==> src/rtl/bus_arbiter.sv <==
// Two-master round-robin arbiter for the shared system bus.
// Master 0 (CPU) and master 1 (DMA/debug) each own the bus for one
// transaction per grant. A per-transaction ack timeout aborts a hung
// access, acks the master with zero data and raises a one-cycle bus_err.
//
// state    | meaning
// ---------+------------------------------------------------------------
// ST_IDLE  | bus unowned, arbitrate pending requests
// ST_OWN0  | master 0 owns the bus, forwarding until ack/timeout/drop
// ST_OWN1  | master 1 owns the bus, forwarding until ack/timeout/drop
module bus_arbiter #(
  parameter int unsigned timeout_cycles = 1024
) (
  input  logic        clk,
  input  logic        rst,
  input  logic        m0_stb,
  input  logic        m0_we,
  input  logic [21:0] m0_addr,
  input  logic [31:0] m0_dout,
  output logic [31:0] m0_din,
  output logic        m0_ack,
  input  logic        m1_stb,
  input  logic        m1_we,
  input  logic [21:0] m1_addr,
  input  logic [31:0] m1_dout,
  output logic [31:0] m1_din,
  output logic        m1_ack,
  output logic        bus_stb,
  output logic        bus_we,
  output logic [21:0] bus_addr,
  output logic [31:0] bus_dout,
  input  logic [31:0] bus_din,
  input  logic        bus_ack,
  output logic [1:0]  grant,
  output logic        bus_err,
  output logic        err_master,
  output logic [21:0] err_addr
);

  localparam logic [1:0] ST_IDLE = 2'd0;
  localparam logic [1:0] ST_OWN0 = 2'd1;
  localparam logic [1:0] ST_OWN1 = 2'd2;

  // A zero setting disables the timeout; TMO_LAST is then never used.
  localparam bit         TMO_EN   = (timeout_cycles != 32'd0);
  localparam logic [15:0] TMO_LAST = 16'(timeout_cycles - 32'd1);

  logic [1:0]  state_q, state_d;
  logic        last_q, last_d;
  logic [15:0] cnt_q, cnt_d;
  logic        err_master_q, err_master_d;
  logic [21:0] err_addr_q, err_addr_d;

  logic        own0, own1, owned;
  logic        sel_stb, sel_we;
  logic [21:0] sel_addr;
  logic [31:0] sel_dout;
  logic        done, timeout;

  // Owner decode and selection of the owning master's request lines
  always_comb begin
    own0     = (state_q == ST_OWN0);
    own1     = (state_q == ST_OWN1);
    owned    = own0 | own1;
    sel_stb  = own1 ? m1_stb  : (own0 & m0_stb);
    sel_we   = own1 ? m1_we   : (own0 & m0_we);
    sel_addr = own1 ? m1_addr : (own0 ? m0_addr : 22'd0);
    sel_dout = own1 ? m1_dout : (own0 ? m0_dout : 32'd0);
    done     = owned & sel_stb & bus_ack;
    // A slave ack in the last allowed cycle wins over the timeout.
    timeout  = owned & sel_stb & ~bus_ack & TMO_EN & (cnt_q == TMO_LAST);
  end

  // Bus-side and master-side outputs, purely from state and live inputs
  always_comb begin
    bus_stb    = sel_stb & ~timeout;
    bus_we     = sel_we;
    bus_addr   = sel_addr;
    bus_dout   = sel_dout;
    m0_ack     = own0 & (done | timeout);
    m1_ack     = own1 & (done | timeout);
    m0_din     = (own0 & ~timeout) ? bus_din : 32'd0;
    m1_din     = (own1 & ~timeout) ? bus_din : 32'd0;
    grant      = {own1, own0};
    bus_err    = timeout;
    err_master = err_master_q;
    err_addr   = err_addr_q;
  end

  // Arbitration, completion, timeout and protocol-drop next-state logic
  always_comb begin
    state_d      = state_q;
    last_d       = last_q;
    cnt_d        = cnt_q;
    err_master_d = err_master_q;
    err_addr_d   = err_addr_q;
    case (state_q)
      ST_IDLE: begin
        cnt_d = 16'd0;
        if (m0_stb && m1_stb) begin
          state_d = last_q ? ST_OWN0 : ST_OWN1;
        end else if (m0_stb) begin
          state_d = ST_OWN0;
        end else if (m1_stb) begin
          state_d = ST_OWN1;
        end
      end
      ST_OWN0, ST_OWN1: begin
        if (!sel_stb) begin
          // Owner abandoned the request: release without touching fairness.
          state_d = ST_IDLE;
          cnt_d   = 16'd0;
        end else if (done || timeout) begin
          state_d = ST_IDLE;
          last_d  = own1;
          cnt_d   = 16'd0;
          if (timeout) begin
            err_master_d = own1;
            err_addr_d   = sel_addr;
          end
        end else begin
          cnt_d = cnt_q + 16'd1;
        end
      end
      default: begin
        state_d = ST_IDLE;
        cnt_d   = 16'd0;
      end
    endcase
  end

  // State registers with synchronous reset; master 0 wins the first tie
  always_ff @(posedge clk) begin
    if (rst) begin
      state_q      <= ST_IDLE;
      last_q       <= 1'b1;
      cnt_q        <= 16'd0;
      err_master_q <= 1'b0;
      err_addr_q   <= 22'd0;
    end else begin
      state_q      <= state_d;
      last_q       <= last_d;
      cnt_q        <= cnt_d;
      err_master_q <= err_master_d;
      err_addr_q   <= err_addr_d;
    end
  end

endmodule

==> config.mk <==
export PLATFORM = sky130hd
export DESIGN_NAME = bus_arbiter
export DESIGN_NICKNAME = d
export VERILOG_FILES = /design/src/rtl/bus_arbiter.sv
export SDC_FILE = /design/constraint.sdc
export NUM_CORES = 1
export LEC_CHECK = 0
export ABC_CLOCK_PERIOD_IN_PS = 4200
export CAP_MARGIN = 10
export CORE_AREA = 2 2 114 116
export DETAILED_ROUTE_END_ITERATION = 10
export DIE_AREA = 0 0 116 118
export PLACE_DENSITY = 0.72
export SLEW_MARGIN = 20
export SYNTH_ARGS = -nofsm -noshare
export SYNTH_HDL_FRONTEND = slang
export SYNTH_SLANG_ARGS = --single-unit
==> constraint.sdc <==
create_clock -name clk -period 4.2 [get_ports clk]
set_input_delay 0.42 -clock clk [delete_from_list [all_inputs] [get_ports clk]]
set_output_delay 0.42 -clock clk [all_outputs]
set_load 0.05 [all_outputs]
* After elaboration in Yosys (flattened, before gate mapping) *
Index checks and enable logic that the tools add are counted.

operators by class
  add/subtract/negate cells = 1
  mux-type cells = 15
  eq/ne operators = 5
  bitwise logic cells = 17
  reduce and logical (&&, ||, !) cells = 8

operators with widths
  cell                   count
  $mux 32                4
  $mux 22                2
  $add 16x1->16 const B  1
  $eq 16x10->1 const B   1
  $mux 2                 6
  $and 1x1->1            11
  $ne 4x4->1 const B     1
  $not 1->1              4
  $pmux 2 s2             1
  $reduce_and 4->1       1
  $reduce_or 4->1        1
  $ne 3x3->1 const B     1
  $reduce_and 3->1       1
  $eq 2x1->1 const B     1
  $eq 2x2->1 const B     1
  $logic_not 2->1        1
  $mux 1                 2
  $or 1x1->1             2
  $reduce_and 2->1       1
  $reduce_or 2->1        1
  $logic_and 1x1->1      1
  $logic_or 1x1->1       1

word-level totals
  input port bits = 147
  register bits = 42
  output and inout port bits = 148
  logic and storage cells = 51

* Longest topological paths before layout *
Gate-level depths: netlist of the first run.

  depth in word-level cells = 10
  depth in mapped cells = 10
  mapped depth without buffers = 6

* Worst setup path before layout of the first run *
No wires, ideal clock.

  path kind = register -> output
  start = register cnt_q[11]
  end = output m0_ack
  stages on the path, launching flop included = 5
  required time = 3.780 ns
  arrival time = 2.601 ns
  path buffers = 0
  path slack = 1.179 ns
  cell sequence = dfxtp_1 or4_4 nor4_4 o21ai_0 a211oi_1

between the ends
  word-level cells in the longest chain between the ends = 4

RTL lines
  item                    line  source
  from (decl)             50    logic [15:0] cnt_q, cnt_d;
  from (signal assigned)  143   cnt_q <= cnt_d;
  $eq 16x10->1            71    timeout = owned & sel_stb & ~bus_ack & TMO_EN & (cnt_q == TMO_LAST);
  $and 1x1->1             71
  $or 1x1->1              80    m0_ack = own0 & (done | timeout);
  $and 1x1->1             80
  to (decl)               21    output logic m0_ack,

Every way passes these cells.

* Final worst setup path of the first run *
  start = register cnt_q[0]
  end = output m0_din[1]

between the ends
  word-level cells in the longest chain between the ends = 5

RTL lines
  item          line  source
  $eq 16x10->1  71
  $and 1x1->1   71
  $not 1->1     82    m0_din = (own0 & ~timeout) ? bus_din : 32'd0;
  $and 1x1->1   82
  $mux 32       82
  to (decl)     20    output logic [31:0] m0_din,

Every way passes these cells.

==> flow_metrics.py, run 1 <==
metrics = {
    "grt": {
        "use_met2_pct": 38.27,
        "grt_first_pass_wirelength_um": 23360,
        "track_usage_pct": 21.81,
        "use_met3_pct": 5.716,
        "grt_pass1_vias": 4271,
        "grt_start_max_net_pins": 91,
        "antenna_found_initial": 5,
        "overflow": 0,
        "busiest_layer": "met2",
        "gr-usage-met1_pct": 25.35,
    },
    "critical_path": {
        "critPathLaunchType": "register",
        "r2r-end": "cnt_q[13]",
        "crit_start": "cnt_q[0]",
        "worstReg2RegStart": "state_q[0]",
        "path_max_fanout": 35,
        "worstSetupEndpointType": "output port",
        "crit_required_ns": 3.78,
        "rr_worst_depth": 6,
        "critical_path_class": "register to output port",
        "crit_arrival_ns": 3.38,
        "r2r_slack_ns": 1.66,
    },
    "power": {
        "ir_drop_v": 0.0001919,
        "clockPowerShare_pct": 24.6,
        "p_total_mw": 1.801,
        "power_frac_seq_pct": 22.5,
        "swShare_pct": 41.71,
        "internal-power_mw": 1.050,
        "p_leak_nw": 2.318,
        "comb_power_share_pct": 52.9,
        "netSwitchingPower_mw": 0.7512,
        "cellPowerDensity_nw_per_um2": 281.5,
    },
    "synthesis": {
        "synthArstFlopShare_pct": 0,
        "synth_compound_area_share_pct": 17.75,
        "synthAdderAreaFrac_pct": 1.540,
        "synth_edf_count": 0,
        "synth_top_area_share_pct": 25.88,
        "synth-simple-area-share_pct": 42.40,
        "synth-xor-area-share_pct": 2.156,
        "avgSynthCellArea_um2": 6.631,
        "synth_top_area_cell": "dfxtp_1",
        "synth_top_family_by_area": "simple AND/OR/NAND/NOR gates",
        "ys.flop_type": "dfxtp_1",
        "seq_area_frac_synth_pct": 25.88,
        "ys_warn_count": 0,
        "yosys-top-cells-area": "dfxtp_1 (26%), and3_1 (13%), nand2_1 (12%)",
        "yosysUniqueCellTypes": 44,
        "syn_inst": 490,
        "synthMuxAreaShare_pct": 0.6546,
        "syn_area_um2": 3249,
        "ys_seq_elements": 42,
        "syn_nets": 641,
    },
    "drt": {
        "antenna_left": 0,
        "vias": 4620,
        "routedWlPerCell_um": 17.69,
        "drcViolationCount": 0,
        "wl_um": 16260,
        "dr.pass1.iters": 5,
        "drt_iter0_drc": 289,
        "via_per_inst": 5.027,
    },
    "clock_tree": {
        "cts_buffers": 5,
        "clkLatencyLatePin_ns": 0.28,
        "post_cts_buffers": 0,
        "clkTransAtPathRegs_ns": 0.06,
        "root_buffer": "clkbuf_16",
        "cts_resized": 0,
        "clock_sinks": 42,
        "cts_htree_levels": 2,
        "holdBufCountCts": 0,
        "cts_buffer_depth": 2,
        "tritoncts": "yes",
    },
    "timing": {
        "relSlewSlack_pct": 41.98,
        "tns_ns": 0,
        "finalMaxSlewViolations": 0,
        "fmax_mhz": 263.3,
        "skew_ns": 0.004199,
        "finalCriticalPeriod_ns": 3.798,
        "rsz0062_at_grt": "no",
        "finalSetupViolCount": 0,
        "timing.final.crit_share_pct": 90.42,
        "max_slew.worst_pin.slew_ns": 0.8703,
        "final_hold_viol_count": 0,
    },
    "final_layout": {
        "fin_util_pct": 51.53,
        "fillers": 1205,
        "layout-drive-gt1-share_pct": 3.887,
        "multi_input_area_um2": 2126,
        "final-seq-area_um2": 840.8,
        "syn_to_final_growth_pct": 96.88,
        "final_cell_mix": "clkdlybuf4s50_1 (294), nand2_1 (107), and3_1 (66)",
        "mostFrequentLayoutCell": "clkdlybuf4s50_1",
        "final_nets": 897,
    },
    "floorplan": {
        "die_h_um": 118,
        "fp.dieW_um": 116,
        "io-pin-count": 295,
        "start_util_pct": 26.17,
        "dieArea_um2": 13690,
        "coreArea_um2": 12410,
        "rows": 41,
    },
    "hold_path": {
        "whs_path_depth": 2,
        "hold_end": "err_master",
        "hold_path.class": "register to register",
        "worstHoldStart": "err_master",
    },
    "run_status": {
        "outcome": "complete, no violations",
    },
    "place": {
        "numPortBuffers": 294,
        "finalWeightedCongestion": 0.9254,
        "hpwl_um": 12850,
    },
    "job": {
        "cap_violations": 0,
    },
}
-- sequential cells by signal (all words and copies together) (netlist names) --
register and cells:
err_addr 22, last_q 1, err_master 1, cnt_q 16, state_q 2
-- worst max-delay path, cell delays in order, from the launching register on --
cell and delay [ns]:
dfxtp_1 0.41, ha_1 0.29, nand3_1 0.20, nor4_4 0.52, nand2_2 0.39, buf_4 0.33, and3_1 0.19, clkdlybuf4s50_1 0.76
-- area by class of cell --
cell class              instances  area share [%]
inverters                       9          0.5281
flip-flops and latches         42           13.14
clock inverters                 1          0.4694
clock buffers                   6           2.171
diodes                          1         0.03912
multi-input cells             385           33.23
repair buffers                303           47.06
well taps                     172           3.364
-- cells by family (layout without fill, tap and decap cells) --
kind of cell,after synthesis,after routing
muxes,2,2
other,0,1
adders and majority gates,4,4
xor gates and xnor gates,8,8
buffers and inverters,63,319
and+or+nand+nor,269,269
AOI/OAI and AO/OA,102,102
DFF,42,42
-- worst max path at each step --
stage                            to  cells after the start
after floorplan              m0_ack                      4
after global placement    m0_din[1]                      7
after detailed placement  m0_din[1]                      7
after CTS                 m0_din[1]                      7
after global routing      m0_din[1]                      7
final                     m0_din[1]                      7
-- cells in the mapped netlist (4+ instances only) --
master    instances
nand2_1         107
buf_6             8
o21ai_0          60
and3_1           66
nor3_1           24
nor2_1           13
nand4_1           4
a21oi_1           8
ha_1              4
clkbuf_1         37
xor2_1            5
dfxtp_1          42
a31oi_1          22
nand3_1           9
buf_2             4
inv_1             9
or3_1             8
nor4_1           23
-- stage by stage --
step | area, um^2 | hold WS [ns] | cells | setup WS (ns)
5_1_grt | 6397 | 0.5181 | 919 | 0.1870
2_1_floorplan | 3249 | 0.4524 | 490 | 1.179
3_5_place_dp | 6226 | 0.4734 | 911 | 0.7574
4_1_cts | 6395 | 0.4864 | 918 | 0.4490
6_report | 6397 | 0.4863 | 919 | 0.4023
3_3_place_gp | 6226 | 0.4632 | 911 | 0.8769
-- power groups by stage --
| stage | logic [mW] | registers [mW] | clock network (mW) |
|---|---|---|---|
| 2_1_floorplan | 0.557 | 0.413 | 0 |
| 3_3_place_gp | 0.946 | 0.414 | 0 |
| 3_5_place_dp | 0.952 | 0.414 | 0 |
| 4_1_cts | 0.955 | 0.405 | 0.446 |
| 5_1_grt | 0.995 | 0.406 | 0.462 |
| 6_report | 0.953 | 0.405 | 0.443 |
-- layer usage --
layer	vias to the layer above	wire length [um]
met5	-	0
met4	0	375
met3	25	1626
met2	218	8032
met1	2132	6221
li1	2245	-
Note: power is estimated with default switching activity, not from simulation.
==> run 2: changes to the inputs <==
--- a/config.mk
+++ b/config.mk
@@ -7,10 +7,11 @@
 export LEC_CHECK = 0
 export ABC_CLOCK_PERIOD_IN_PS = 4200
 export CAP_MARGIN = 10
-export CORE_AREA = 2 2 114 116
+export CORE_AREA = 2 2 115 117
+export CTS_BUF_LIST = sky130_fd_sc_hd__clkbuf_8
 export DETAILED_ROUTE_END_ITERATION = 10
-export DIE_AREA = 0 0 116 118
-export PLACE_DENSITY = 0.72
+export DIE_AREA = 0 0 117 119
+export PLACE_DENSITY = 0.71
 export SLEW_MARGIN = 20
 export SYNTH_ARGS = -nofsm -noshare
 export SYNTH_HDL_FRONTEND = slang
==> flow_metrics.py, run 2 (synthesis results as in run 1) <==
metrics = {
    "run_status": {
        "outcome": "complete, no violations",
    },
    "drt": {
        "wl_met2_um": 7698,
        "wl_um": 16080,
        "drcViolationCount": 0,
        "dr.max_layer_used": "met4",
        "vias": 4651,
        "routedWlPerCell_um": 17.42,
        "antenna_left": 0,
        "drt_iter0_drc": 336,
        "drt-met1-wl_um": 6533,
        "via_per_inst": 5.039,
        "dr.pass1.iters": 5,
        "wl_met3_um": 1483,
    },
    "critical_path": {
        "crit_path_top_delay_cell": "clkdlybuf4s50_1",
        "critPathLaunchType": "register",
        "crit_arrival_ns": 3.27,
        "worstPathCellList": "ha_1 > nand3_1 > nor4_4 > nand2_2 > and3_1 > clkdlybuf4s50_1",
        "path_max_fanout": 65,
        "max_stage_delay_ns": 0.71,
        "worstSetupEndpointType": "output port",
        "crit_required_ns": 3.78,
        "critical_path_class": "register to output port",
    },
    "power": {
        "comb_power_share_pct": 58.8,
        "clockPowerShare_pct": 16.4,
        "swShare_pct": 45.67,
        "p_leak_nw": 2.294,
        "cellPowerDensity_nw_per_um2": 258.3,
        "netSwitchingPower_mw": 0.7452,
        "power_frac_seq_pct": 24.8,
        "internal-power_mw": 0.8865,
        "ir_drop_v": 0.0001422,
        "p_total_mw": 1.632,
    },
    "place": {
        "finalWeightedCongestion": 0.8632,
        "hpwl_um": 12540,
        "numPortBuffers": 294,
    },
    "timing": {
        "finalMaxSlewViolations": 0,
        "relSlewSlack_pct": 36.74,
        "finalCriticalPeriod_ns": 3.690,
        "finalSetupViolCount": 0,
        "skew_ns": 0.002499,
        "rsz0062_at_grt": "no",
        "fmax_mhz": 271.0,
        "tns_ns": 0,
        "final_hold_viol_count": 0,
        "timing.final.crit_share_pct": 87.87,
        "max_slew.worst_pin.slew_ns": 0.9488,
    },
    "floorplan": {
        "dieArea_um2": 13920,
        "rows": 42,
        "io-pin-count": 295,
        "die_h_um": 119,
        "fp.dieW_um": 117,
        "coreArea_um2": 12870,
        "start_util_pct": 25.24,
    },
    "final_layout": {
        "final_cell_mix": "clkdlybuf4s50_1 (292), nand2_1 (107), and3_1 (66)",
        "antennaDiodeCount": 0,
        "final-seq-area_um2": 840.8,
        "fillers": 1261,
        "layout-drive-gt1-share_pct": 4.150,
        "syn_to_final_growth_pct": 94.42,
        "multi_input_area_um2": 2126,
        "mostFrequentLayoutCell": "clkdlybuf4s50_1",
        "final_nets": 897,
        "largest_reg_flops": 22,
    },
    "clock_tree": {
        "tritoncts": "yes",
        "clkTransAtPathRegs_ns": 0.08,
        "cts_buffers": 5,
        "holdBufCountCts": 0,
        "clkLatencyLatePin_ns": 0.29,
        "cts_buffer_depth": 2,
        "cts_resized": 0,
        "cts_htree_levels": 2,
        "post_cts_buffers": 0,
        "root_buffer": "clkbuf_8",
        "clock_sinks": 42,
    },
    "grt": {
        "grt_start_max_net_pins": 114,
        "overflow": 0,
        "grt_first_pass_wirelength_um": 23010,
        "track_usage_pct": 21.03,
        "antenna_found_initial": 0,
        "grt_pass1_vias": 4244,
    },
    "job": {
        "cap_violations": 0,
    },
    "hold_path": {
        "hold_path.class": "register to register",
    },
}
-- run 2: cell count changes in the layout (fill, tap and decap cells not counted), sizes merged --
cell           previous run  this run
diode                     1         0
inv                       9        10
bufinv                    1         0
buf                       9        11
clkinv                    0         1
clkdlybuf4s50           294       292
-- run 2: power groups by stage --
stage               registers [mW]  clock network (mW)  logic, mW
global route                 0.405               0.286       1.00
detailed placement           0.414                   0      0.959
CTS                          0.405               0.271      0.963
global placement             0.414                   0      0.953
floorplan                    0.413                   0      0.557
finish                       0.405               0.268      0.959
-- run 2: per-stage QoR --
stage / setup WS, ns / utilization [%] / cell area (um^2) / hold slack [ns] / instances
finish: 0.5096 / 49.07 / 6317 / 0.4813 / 923
CTS: 0.5194 / 49.07 / 6317 / 0.4826 / 923
global route: 0.2811 / 49.07 / 6317 / 0.5149 / 923
detailed placement: 0.7762 / 48.36 / 6226 / 0.4678 / 915
global placement: 0.8299 / 48.36 / 6226 / 0.4598 / 915
floorplan: 1.179 / - / 3249 / 0.4524 / 490
-- run 2: final timing paths --
kind,start,depth (start not counted),slack (ns),endpoint
worst min register to register,err_master,2,0.48,err_master
worst max-delay path,cnt_q[0],6,0.51,m1_din[10]
worst min-delay path,err_master,2,0.48,err_master
worst max register to register,state_q[0],6,1.65,err_addr[2]
-- run 2: worst max-delay path: cells and delay by family, from the launching register on --
kind                       cells  cell delay (ns)
DFF                            1             0.41
buffers and inverters          1             0.71
adders and majority gates      1             0.27
and+or+nand+nor                4             1.56
-- run 2: cell type report --
| type | count | share of cell area [%] |
|---|---|---|
| inverters | 9 | 0.5348 |
| well taps | 176 | 3.486 |
| flip-flops and latches | 42 | 13.31 |
| multi-input cells | 385 | 33.65 |
| clock buffers | 6 | 1.307 |
| repair buffers | 303 | 47.57 |
| clock inverters | 2 | 0.1386 |
-- run 2: layer usage --
metal | vias up | global-route usage, %
li1 | 2248 | -
met3 | 24 | 4.326
met1 | 2150 | 26.14
met2 | 229 | 36.42
met5 | - | 0
met4 | 0 | 5.735
